**src/rtl/credit_switch_allocator.sv**
```systemverilog
// credit_switch_allocator
//   Two-stage separable switch allocator for a virtual-channel router with
//   credit-based flow control toward the downstream routers.
//   Stage 1 picks one eligible VC per input port (round-robin over VCs).
//   Stage 2 picks one input port per output port (round-robin over inputs).
//   Grants are combinational (zero-cycle); credit counters, round-robin
//   pointers and optional packet locks are registered.
//
// Optional feature macro: SA_PACKET_LOCK_EN
//   When defined, a granted non-tail flit locks its output port to the
//   winning (input, vc) until that owner is granted with tail_i=1.
//
// Ports
//   clk                 clock, rising edge
//   rst                 asynchronous reset, active low
//   switch_request_i    [in][vc]       VC has a flit requesting the switch
//   out_port_i          [in][vc]       requested output port
//   downstream_vc_i     [in][vc]       allocated VC at the downstream router
//   tail_i              [in][vc]       head-of-VC flit is a tail flit
//   credit_return_i     [out][dvc]     one slot freed downstream (pulse)
//   valid_sel_o / vc_sel_o             input port granted / winning VC
//   valid_flit_o / input_vc_sel_o      output port busy / crossbar source
module credit_switch_allocator #(
    parameter int PORT_NUM     = 5,
    parameter int VC_NUM       = 4,
    parameter int CREDIT_DEPTH = 4,
    localparam int PORT_SIZE   = $clog2(PORT_NUM),
    localparam int VC_SIZE     = $clog2(VC_NUM),
    localparam int CNT_SIZE    = $clog2(CREDIT_DEPTH + 1)
) (
    input  logic                                            clk,
    input  logic                                            rst,
    input  logic [PORT_NUM-1:0][VC_NUM-1:0]                 switch_request_i,
    input  logic [PORT_NUM-1:0][VC_NUM-1:0][PORT_SIZE-1:0]  out_port_i,
    input  logic [PORT_NUM-1:0][VC_NUM-1:0][VC_SIZE-1:0]    downstream_vc_i,
    input  logic [PORT_NUM-1:0][VC_NUM-1:0]                 tail_i,
    input  logic [PORT_NUM-1:0][VC_NUM-1:0]                 credit_return_i,
    output logic [PORT_NUM-1:0]                             valid_sel_o,
    output logic [PORT_NUM-1:0][VC_SIZE-1:0]                vc_sel_o,
    output logic [PORT_NUM-1:0]                             valid_flit_o,
    output logic [PORT_NUM-1:0][PORT_SIZE-1:0]              input_vc_sel_o
);

    // Out-of-range port numbers must never grant, so compare one bit wider.
    localparam logic [PORT_SIZE:0]  PORT_LIMIT = (PORT_SIZE+1)'(PORT_NUM);
    localparam logic [CNT_SIZE-1:0] CNT_FULL   = CNT_SIZE'(CREDIT_DEPTH);

    logic [CNT_SIZE-1:0]  credit_q   [PORT_NUM][VC_NUM];
    logic [CNT_SIZE-1:0]  credit_d   [PORT_NUM][VC_NUM];
    logic [VC_SIZE-1:0]   vc_ptr_q   [PORT_NUM];
    logic [VC_SIZE-1:0]   vc_ptr_d   [PORT_NUM];
    logic [PORT_SIZE-1:0] port_ptr_q [PORT_NUM];
    logic [PORT_SIZE-1:0] port_ptr_d [PORT_NUM];

`ifdef SA_PACKET_LOCK_EN
    logic [PORT_NUM-1:0]  lock_vld_q;
    logic [PORT_NUM-1:0]  lock_vld_d;
    logic [PORT_SIZE-1:0] lock_in_q [PORT_NUM];
    logic [PORT_SIZE-1:0] lock_in_d [PORT_NUM];
    logic [VC_SIZE-1:0]   lock_vc_q [PORT_NUM];
    logic [VC_SIZE-1:0]   lock_vc_d [PORT_NUM];
`else
    // Tail information only matters for packet locking.
    logic unused_tail_s;
    assign unused_tail_s = ^tail_i;
`endif

    logic [PORT_NUM-1:0][VC_NUM-1:0] elig_s;
    logic [PORT_NUM-1:0]  s1_vld_s;
    logic [VC_SIZE-1:0]   s1_vc_s  [PORT_NUM];
    logic [PORT_SIZE-1:0] s1_out_s [PORT_NUM];
    logic [PORT_NUM-1:0]  s2_vld_s;
    logic [PORT_SIZE-1:0] s2_in_s  [PORT_NUM];
    logic [PORT_NUM-1:0]  in_gnt_s;
    logic [VC_SIZE-1:0]   gnt_dvc_s [PORT_NUM];

    // Request eligibility: valid port, downstream credit, and (with locking) not blocked.
    always_comb begin
        for (int i = 0; i < PORT_NUM; i++) begin
            for (int v = 0; v < VC_NUM; v++) begin
                if (switch_request_i[i][v] && ({1'b0, out_port_i[i][v]} < PORT_LIMIT)) begin
                    elig_s[i][v] = (credit_q[out_port_i[i][v]][downstream_vc_i[i][v]] != '0);
`ifdef SA_PACKET_LOCK_EN
                    if (lock_vld_q[out_port_i[i][v]] &&
                        ((lock_in_q[out_port_i[i][v]] != PORT_SIZE'(i)) ||
                         (lock_vc_q[out_port_i[i][v]] != VC_SIZE'(v)))) begin
                        elig_s[i][v] = 1'b0;
                    end else begin
                        elig_s[i][v] = elig_s[i][v];
                    end
`endif
                end else begin
                    elig_s[i][v] = 1'b0;
                end
            end
        end
    end

    // Stage 1: round-robin VC selection per input port starting at its pointer.
    always_comb begin
        int idx;
        idx = 0;
        for (int i = 0; i < PORT_NUM; i++) begin
            s1_vld_s[i] = 1'b0;
            s1_vc_s[i]  = '0;
            s1_out_s[i] = '0;
            for (int off = 0; off < VC_NUM; off++) begin
                idx = int'(vc_ptr_q[i]) + off;
                idx = (idx >= VC_NUM) ? (idx - VC_NUM) : idx;
                if (!s1_vld_s[i] && elig_s[i][idx]) begin
                    s1_vld_s[i] = 1'b1;
                    s1_vc_s[i]  = VC_SIZE'(idx);
                    s1_out_s[i] = out_port_i[i][idx];
                end else begin
                    s1_vld_s[i] = s1_vld_s[i];
                end
            end
        end
    end

    // Stage 2: round-robin input selection per output port starting at its pointer.
    always_comb begin
        int idx;
        idx = 0;
        for (int o = 0; o < PORT_NUM; o++) begin
            s2_vld_s[o] = 1'b0;
            s2_in_s[o]  = '0;
            for (int off = 0; off < PORT_NUM; off++) begin
                idx = int'(port_ptr_q[o]) + off;
                idx = (idx >= PORT_NUM) ? (idx - PORT_NUM) : idx;
                if (!s2_vld_s[o] && s1_vld_s[idx] && (s1_out_s[idx] == PORT_SIZE'(o))
`ifdef SA_PACKET_LOCK_EN
                    && (!lock_vld_q[o] || (lock_in_q[o] == PORT_SIZE'(idx)))
`endif
                   ) begin
                    s2_vld_s[o] = 1'b1;
                    s2_in_s[o]  = PORT_SIZE'(idx);
                end else begin
                    s2_vld_s[o] = s2_vld_s[o];
                end
            end
        end
    end

    // Final grants and outputs; everything forced low while reset is asserted.
    always_comb begin
        in_gnt_s       = '0;
        valid_sel_o    = '0;
        vc_sel_o       = '0;
        valid_flit_o   = '0;
        input_vc_sel_o = '0;
        for (int o = 0; o < PORT_NUM; o++) begin
            gnt_dvc_s[o] = '0;
            if (s2_vld_s[o]) begin
                in_gnt_s[s2_in_s[o]] = 1'b1;
                gnt_dvc_s[o] = downstream_vc_i[s2_in_s[o]][s1_vc_s[s2_in_s[o]]];
            end else begin
                gnt_dvc_s[o] = '0;
            end
        end
        if (rst) begin
            for (int p = 0; p < PORT_NUM; p++) begin
                valid_sel_o[p]    = in_gnt_s[p];
                vc_sel_o[p]       = in_gnt_s[p] ? s1_vc_s[p] : '0;
                valid_flit_o[p]   = s2_vld_s[p];
                input_vc_sel_o[p] = s2_vld_s[p] ? s2_in_s[p] : '0;
            end
        end else begin
            valid_sel_o = '0;
        end
    end

    // Next state: credit accounting, pointer advance and lock tracking.
    always_comb begin
        logic dec;
        dec = 1'b0;
        for (int o = 0; o < PORT_NUM; o++) begin
            for (int d = 0; d < VC_NUM; d++) begin
                dec = s2_vld_s[o] && (gnt_dvc_s[o] == VC_SIZE'(d));
                case ({dec, credit_return_i[o][d]})
                    2'b10:   credit_d[o][d] = credit_q[o][d] - CNT_SIZE'(1);
                    // A return into a full counter saturates rather than wrapping.
                    2'b01:   credit_d[o][d] = (credit_q[o][d] == CNT_FULL) ?
                                              credit_q[o][d] : (credit_q[o][d] + CNT_SIZE'(1));
                    default: credit_d[o][d] = credit_q[o][d];
                endcase
            end
        end
        for (int i = 0; i < PORT_NUM; i++) begin
            if (in_gnt_s[i]) begin
                vc_ptr_d[i] = (s1_vc_s[i] == VC_SIZE'(VC_NUM - 1)) ? '0 : (s1_vc_s[i] + VC_SIZE'(1));
            end else begin
                vc_ptr_d[i] = vc_ptr_q[i];
            end
        end
        for (int o = 0; o < PORT_NUM; o++) begin
            if (s2_vld_s[o]) begin
                port_ptr_d[o] = (s2_in_s[o] == PORT_SIZE'(PORT_NUM - 1)) ? '0 : (s2_in_s[o] + PORT_SIZE'(1));
            end else begin
                port_ptr_d[o] = port_ptr_q[o];
            end
        end
`ifdef SA_PACKET_LOCK_EN
        lock_vld_d = lock_vld_q;
        lock_in_d  = lock_in_q;
        lock_vc_d  = lock_vc_q;
        for (int o = 0; o < PORT_NUM; o++) begin
            if (s2_vld_s[o]) begin
                // Single-flit packets (tail on first grant) never lock.
                lock_vld_d[o] = !tail_i[s2_in_s[o]][s1_vc_s[s2_in_s[o]]];
                lock_in_d[o]  = s2_in_s[o];
                lock_vc_d[o]  = s1_vc_s[s2_in_s[o]];
            end else begin
                lock_vld_d[o] = lock_vld_q[o];
            end
        end
`endif
    end

    // State registers with asynchronous active-low reset.
    always_ff @(posedge clk or negedge rst) begin
        if (!rst) begin
            for (int o = 0; o < PORT_NUM; o++) begin
                for (int d = 0; d < VC_NUM; d++) begin
                    credit_q[o][d] <= CNT_FULL;
                end
                vc_ptr_q[o]   <= '0;
                port_ptr_q[o] <= '0;
`ifdef SA_PACKET_LOCK_EN
                lock_in_q[o]  <= '0;
                lock_vc_q[o]  <= '0;
`endif
            end
`ifdef SA_PACKET_LOCK_EN
            lock_vld_q <= '0;
`endif
        end else begin
            credit_q   <= credit_d;
            vc_ptr_q   <= vc_ptr_d;
            port_ptr_q <= port_ptr_d;
`ifdef SA_PACKET_LOCK_EN
            lock_vld_q <= lock_vld_d;
            lock_in_q  <= lock_in_d;
            lock_vc_q  <= lock_vc_d;
`endif
        end
    end

endmodule
```
**config.mk**
```make
export PLATFORM = sky130hd
export DESIGN_NAME = credit_switch_allocator
export DESIGN_NICKNAME = d
export VERILOG_FILES = /design/src/rtl/credit_switch_allocator.sv
export SDC_FILE = /design/constraint.sdc
export NUM_CORES = 1
export LEC_CHECK = 0
export ABC_AREA = 1
export BUFFER_PORTS_ARGS = -buffer_cell sky130_fd_sc_hd__buf_2
export CORE_ASPECT_RATIO = 1.25
export CORE_UTILIZATION = 45
export DETAILED_ROUTE_END_ITERATION = 8
export GPL_TIMING_DRIVEN = 1
export HOLD_SLACK_MARGIN = 0.05
export PLACE_DENSITY = 0.72
export SLEW_MARGIN = 20
export SYNTH_ARGS = -nofsm -noshare
export SYNTH_HDL_FRONTEND = slang
export SYNTH_SLANG_ARGS = --single-unit
```
**constraint.sdc**
```tcl
create_clock -name clk -period 6.45 [get_ports clk]
set_clock_uncertainty 0.1 [all_clocks]
set_input_delay 0.3225 -clock clk [delete_from_list [all_inputs] [get_ports clk]]
set_output_delay 0.3225 -clock clk [all_outputs]
set_load 0.01 [all_outputs]
```
; Word level (Yosys, flattened, before mapping)
; Cells that the tools add are included.
[op_classes]
reduce_logical = 210
addsub = 130
eq_ne = 125
bitwise_logic = 74
n_lt_le_gt_ge = 195
n_mux = 684
[op_table]
columns = op, n
row1 = $mux 32, 45
row2 = $ge 32x4->1 const B, 25
row3 = $lt 32x5->1 const B, 25
row4 = $not 32->32, 25
row5 = $bmux 12 s3, 20
row6 = $lt 32x4->1 const B, 20
row7 = $mux 3, 205
row8 = $mux 12, 40
row9 = $bmux 3 s2, 40
row10 = $bmux 3 s3, 25
row11 = $mux 1, 160
row12 = $bmux 8 s3, 5
row13 = $ge 3x3->1 const B, 40
row14 = $pmux 3 s2, 20
row15 = $logic_and 1x1->1, 105
row16 = $ge 4x4->1 const B, 25
row17 = $mux 2, 50
row18 = $not 3->4, 25
row19 = $sub 4x3->5 const B, 20
row20 = $eq 3x3->1 const B, 30
row21 = $ge 4x3->1 const B, 20
row22 = $sub 3x3->4 const B, 20
row23 = $add 3x1->3 const B, 25
row24 = $bmux 1 s3, 25
row25 = other kinds (34), 378
[totals]
inputBits = 162
ff_bits = 85

; Longest topological paths before layout
; Gate-level depths: netlist of run 1.
[depth]
ltp_word = 59
ltp_mapped = 53
ltp_nobuf = 52

; Least setup slack after synthesis of run 1
; OpenSTA, ideal clock, no wires.
[synth_path]
path_type = register -> register
start = register port_ptr_q[3] (netlist name)
end = register credit_q[17] (netlist name)
stages_incl_launch_ff = 35
period_less_slack_ns = 5.229
setup_time_ns = 0.061
arrival_ns = 5.068
path_buffers = 3
required_time_ns = 6.289
slack_ns = 1.221
cell_sequence = dfrtp_1 -> clkbuf_1 -> clkinv_1 -> ha_1 -> clkbuf_1 -> nand2_1 -> inv_1 -> nand2_1 -> a221o_1 -> xor2_1 -> inv_1 -> o21ai_0 -> o21ai_1 -> a21boi_1 -> nand2_1 -> inv_1 -> nand3_4 -> inv_2 -> nand2_1 -> nand3_4 -> nor2_2 -> buf_4 -> nand3_1 -> nand2_1 -> nor2_1 -> nand3_2 -> nand2_1 -> nor2_4 -> nand2_1 -> nand2_1 -> fa_1 -> nand3b_1 -> nand3_1 -> nand2_1 -> nand2_1
[synth_via]
elab_chain_cells = 37
[synth_rtl]
columns = element, line_no
row1 = from (decl), 52  ; logic [PORT_SIZE-1:0] port_ptr_q [PORT_NUM];
row2 = from (signal assigned), 240  ; port_ptr_q <= port_ptr_d;
row3 = "parallel branches: the longest is 33 deep, another holds $sub 4x3->5", -
row4 = $logic_and 1x1->1 (*), 179  ; dec = s2_vld_s[o] && (gnt_dvc_s[o] == VC_SIZE'(d));
row5 = $eq 2x1->1 or $eq 2x2->1 (tied branches), 180  ; case ({dec, credit_return_i[o][d]})
row6 = $ne 2x2->1 (no source line) or $reduce_bool 2->1 (tied branches), -
row7 = $reduce_and 2->1 (no source line), -
row8 = to (signal assigned), 238  ; credit_q <= credit_d;
row9 = to (decl), 48  ; logic [CNT_SIZE-1:0] credit_q [PORT_NUM][VC_NUM];
; Mark *: on every way between the ends. The select of a mux whose other input is x is not followed.
; A chain may end at the register's enable or synchronous reset.

==> flow_summary.toml, run 1 <==
[grt]
grt_pass1_wl_mm = 160.0
overflow = 0
grt_usage_pct = 40.65
grt_antenna_before_repair = 6
grt_max_degree = 58
grt_pass1_vias = 27510

[timing]
fmax_ghz = 0.1599
fin_crit_sh_pct = 96.98
slew_viol_final = 0
setup_slack_ps = 195.0
finalCriticalPeriod_ps = 6255
slew_headroom_pct = 35.86
final_hold_viol_count = 0
tightest_slew_ps = 956.1
setup_viol = 0
rsz0062_at_grt = "true"

[synthesis]
netlist_area_um2 = 23000
seq_area_frac_synth_pct = 9.357
yosysTopAreaCellShare_pct = 25.56
synth.top_cells.by_area = "nand2_1 (26%), nand3_1 (13%), dfrtp_1 (7.1%)"
synth_seq_cells = 85
synth_fa_ha_area_share_pct = 5.549
synth_cells = 4339
postSynthAreaPerCell_um2 = 5.300
synth_compound_area_share_pct = 14.45
synth_xor_area_share_pct = 2.388
yosys.area_share.simple_pct = 56.13
ys_warn_count = 0
muxShareOfSynthArea_pct = 0.2176
synth_top_family_by_area = "simple AND/OR/NAND/NOR gates"
synth-edff-count = 0
synthArstFlopShare_pct = 100.0
ys.flop_type = "dfrtp_1"
yosys.area.top_type = "nand2_1"
syn_nets = 4591
synth_commonest_cells = "nand2_1 (1566), nand3_1 (595), inv_1 (427), nor2_1 (288), o21ai_0 (255)"
synth.distinct_cells = 60
yosysMostFrequentCell = "nand2_1"

[setup_path]
slowest_delay_ps = 470
cp_max_fo = 5
crit_required_ps = 6030
crit_top_cell = "nand2_1"
r2r-end = "credit_q[41]"
worstSetupStartpointType = "register"
cp_data_arrival_time_ps = 5830
ff2ff_path_depth = 48
crit_type = "register to primary output"
cp-end-kind = "primary output"
slowest_stage = "dfrtp_1"
r2r_start = "credit_q[33]"
reg2reg_slack_ps = 410

[cts]
root_buffer = "clkbuf_16"
clkSinkCount = 85
clkLatencyLatePin_ps = 410
clk_transition_reported_paths_ps = 80
cts_tree = "yes"
numCtsBuffers = 9
cts_max_path_buffers = 2
htree_num_levels = 3

[job]
cap_violations = 0

[placed_design]
place_ws_ps = 332.0
gp_congestion = 1.087
port_buffers = 176
hpwlAfterDp_mm = 85.13

[detailed_routing]
drtPass1Iterations = 6
wl_per_cell_um = 20.09
viasPerCell = 5.784
ant_nets = 0
drc = 0
drtIter0Drc = 3253
vias = 30752
wl_mm = 106.8

[die]
rows = 92
core_area_um2 = 50420
die-width_um = 204.2
die_y_um = 254.8
initial_core_util_pct = 45.61
pin_count = 197
dieArea_um2 = 52020

[finish]
final_layout_size_suffix_gt1_share_pct = 17.73
area_delta_synth_final_pct = 15.21
multi_input_area_um2 = 18240
n_fill_cell = 5463
final_nets = 4894
regArea_um2 = 2153
utilization_pct = 52.55

[worst_hold_path]
min_path_type = "primary input to register"
hold_path_depth = 5
holdCritStartpoint = "credit_return_i[0]"
hold_path_end = "credit_q[59]"

[run_status]
status = "finished, final reports clean"
## logic make-up (layout without fill, tap and decap cells)
| logic type | Yosys count | count (layout) |
|---|---|---|
| buffers and inverters | 663 | 971 |
| and+or+nand+nor | 2833 | 2833 |
| adders and majority gates | 90 | 90 |
| AOI/OAI and AO/OA | 602 | 602 |
| muxes | 5 | 5 |
| DFF | 85 | 85 |
| xor gates and xnor gates | 61 | 61 |
| other | 0 | 12 |
## area by class of cell
class,instances,share of cell area [%]
clock buffers,9,0.8500
repair buffers,420,10.96
multi-input cells,3591,68.84
inverters,535,7.645
clock inverters,7,0.3494
flip-flops and latches,85,8.127
well taps,658,3.107
diodes,12,0.1133
## registers in the layout (all words and copies together) (netlist names)
register    count
vc_ptr_q       10
credit_q       60
port_ptr_q     15
## critical path, delay by kind of cell (launching register included)
kind            cells  cell delay, ps
compound gates      4             550
flops               1             470
buf+inv             8            1230
simple gates       24            3170
## repair_timing
item,4_1_cts,5_1_grt
hold buffers,1,0
buffers inserted,0,9
setup endpoints to repair,0,56
gates resized for setup,0,36
endpoints found under the hold margin,27,0
## cells in the final DEF (no fill, tap or decap), drive strengths merged, types with 32 or more instances in the layout
cell,synthesis,routed
ha,70,70
a21oi,144,144
nor3,37,37
dfrtp,65,65
o21ai,353,353
xor2,48,48
nand3,633,633
o21a,32,32
nor2,392,392
inv,523,526
buf,77,419
nand2,1653,1653
nand4,96,96
## through the flow
step                      cell area [um2]  instances  TNS (ps)  hold slack (ps)
after global routing                26480       5309    -66.86            218.3
after floorplan                     23000       4339         0           -73.09
after global placement              25890       5279         0            269.0
final                               26500       5317         0            181.7
after CTS                           26220       5296         0            167.7
after detailed placement            25890       5279         0            271.3
## layer usage
| layer | GRT usage [%] | wire length [um] | up-vias |
|---|---|---|---|
| li1 | - | - | 14683 |
| met1 | 47.38 | 38600 | 13637 |
| met2 | 62.62 | 45500 | 1855 |
| met3 | 8.919 | 11830 | 577 |
| met4 | 36.08 | 10920 | 0 |
| met5 | 0 | 0 | - |
## how the worst max path moves through the flow
stage,from,endpoint,slack (ps)
3_5_place_dp,credit_q[41],credit_q[41],330
5_1_grt,credit_q[27],credit_q[17],-70
6_report,credit_q[42],vc_sel_o[3],190
2_1_floorplan,port_ptr_q[3],credit_q[17],1220
4_1_cts,credit_q[33],vc_sel_o[3],160
3_3_place_gp,credit_q[59],credit_q[41],450
Power of run 1 is not shown: default switching activity piles up to over one toggle a cycle in this logic, so the estimate is an artifact.
==> run 2, diff against run 1 <==
--- a/config.mk
+++ b/config.mk
@@ -13,6 +13,7 @@
 export GPL_TIMING_DRIVEN = 1
 export HOLD_SLACK_MARGIN = 0.05
 export PLACE_DENSITY = 0.72
+export REMOVE_ABC_BUFFERS = 1
 export SLEW_MARGIN = 20
 export SYNTH_ARGS = -nofsm -noshare
 export SYNTH_HDL_FRONTEND = slang
==> run 2 against run 1 <==
  * Non-clock buffer count shrank 51
  * Via count is essentially flat
  * Maximum frequency up 1.3%
  * Critical path type is now register to register
  * Critical endpoint is now credit_q[32]
==> flow_summary.toml, run 2 (synthesis results as in run 1) <==
[placed_design]
place_area_um2 = 25380
dp_cells = 5216
port_buffers = 176
gp_congestion = 1.125
hpwlAfterDp_mm = 85.95

[timing]
slew_headroom_pct = 45.63
fmax_ghz = 0.1620
setup_viol = 0
rsz0062_at_grt = "true"
final_hold_viol_count = 0
fin_crit_sh_pct = 95.71
finalCriticalPeriod_ps = 6173
tightest_slew_ps = 815.6
slew_viol_final = 0

[die]
core_area_um2 = 50420
pin_count = 197
initial_core_util_pct = 45.61
die-width_um = 204.2
die_y_um = 254.8
dieArea_um2 = 52020
rows = 92

[cts]
cts_tree = "yes"
htree_num_levels = 3
clkSinkCount = 85
cts_max_path_buffers = 2
root_buffer = "clkbuf_16"
numCtsBuffers = 9
clk_transition_reported_paths_ps = 90
clkLatencyLatePin_ps = 420

[detailed_routing]
drtIter0Drc = 3590
viasPerCell = 5.840
drc = 0
wl_mm = 109.6
vias = 30730
ant_nets = 0
drtPass1Iterations = 8
wl_per_cell_um = 20.82

[grt]
grt_max_degree = 54
grt_antenna_before_repair = 4
grt_pass1_vias = 27564
overflow = 0
grt_usage_pct = 41.76
grt_pass1_wl_mm = 163.3

[finish]
stdcell_area_um2 = 26230
largest_reg_flops = 60
regMostFlops = "credit_q"
final_layout_size_suffix_gt1_share_pct = 17.09
mostFrequentLayoutCells = "nand2_1 (1558), nand3_1 (593), inv_1 (426)"
layout_commonest_cell = "nand2_1"
area_delta_synth_final_pct = 14.05
top_regs = "credit_q x60, port_ptr_q x15, vc_ptr_q x10"
final_nets = 4846
final-instance-count-excl-fill = 5262

[setup_path]
crit_required_ps = 6710
slowest_stage = "dfstp_2"
crit_top_cell = "nand2_1"
cp-end-kind = "register"
cp_data_arrival_time_ps = 6430
worstSetupStartpointType = "register"
worst-path-buf-inv = 6
slowest_delay_ps = 580
crit_type = "register to register"
path_delay_family = "simple AND/OR/NAND/NOR gates"
cp_max_fo = 11

[worst_hold_path]
min_path_type = "primary input to register"

[job]
cap_violations = 0

[run_status]
status = "finished, final reports clean"
[run 2: changes by cell type in the layout (fill, tap and decap cells not counted), sizes merged]
cell / previous run / this run
nor2: 392 / 394
buf: 419 / 368
clkinv: 13 / 14
inv: 526 / 524
nand2: 1653 / 1654
clkbuf: 9 / 10
diode: 12 / 5
[run 2: worst reg2reg max path: cells and delay by family, from the launching register on]
kind | cells | cell delay [ps]
adders and majority gates | 1 | 390
and+or+nand+nor | 35 | 4200
DFF | 1 | 580
buffers and inverters | 6 | 820
AOI/OAI and AO/OA | 1 | 40
[run 2: final cells by class]
| cell class | count | area [um2] |
|---|---|---|
| diodes | 5 | 12.51 |
| clock buffers | 10 | 239.0 |
| clock inverters | 6 | 80.08 |
| fillers | 5588 | 24190 |
| inverters | 535 | 2029 |
| multi-input cells | 3594 | 18400 |
| flip-flops and latches | 85 | 2152 |
| well taps | 658 | 823.3 |
| repair buffers | 369 | 2496 |
[run 2: path summary, 6_finish.rpt]
check / startpoint / to / slack [ps] / cells after the start
setup / recovery: credit_q[38] / credit_q[32] / 280 / 43
hold / removal: credit_return_i[4] / credit_q[47] / 160 / 4
setup reg to reg: credit_q[38] / credit_q[32] / 280 / 43
hold reg to reg: credit_q[2] / credit_q[2] / 390 / 2
max in group asynchronous: rst / port_ptr_q[7] / 4510 / 4
min in group asynchronous: rst / credit_q[9] / 570 / 3
[run 2: per-layer routing]
metal  vias up  share of wire, %  global-route usage, %
met5         -             0.040                      0
met4         2                10                  37.14
met3       593                11                  10.02
met2      1910                42                  64.06
met1     13648                36                  48.36
li1      14577                 -                      -
[run 2: metrics by stage]
| stage | hold slack, ps | setup TNS, ps | worst slack (ps) | utilization [%] |
|---|---|---|---|---|
| 2_1_floorplan | -73.09 | 0 | 972.4 | - |
| 3_3_place_gp | 383.7 | 0 | 365.4 | 50.34 |
| 3_5_place_dp | 387.1 | 0 | 320.5 | 50.34 |
| 4_1_cts | 156.5 | 0 | 120.3 | 50.99 |
| 5_1_grt | 184.5 | -130.4 | -32.73 | 52.01 |
| 6_report | 161.4 | 0 | 276.6 | 52.03 |
[run 2: repair_timing]
action / in CTS / in global routing
hold buffers: 1 / 0
setup endpoints to repair: 0 / 63
resized for setup: 0 / 66
buffers inserted: 0 / 21
hold endpoints to repair: 3 / 0
Power of run 2 is left out for the same reason.
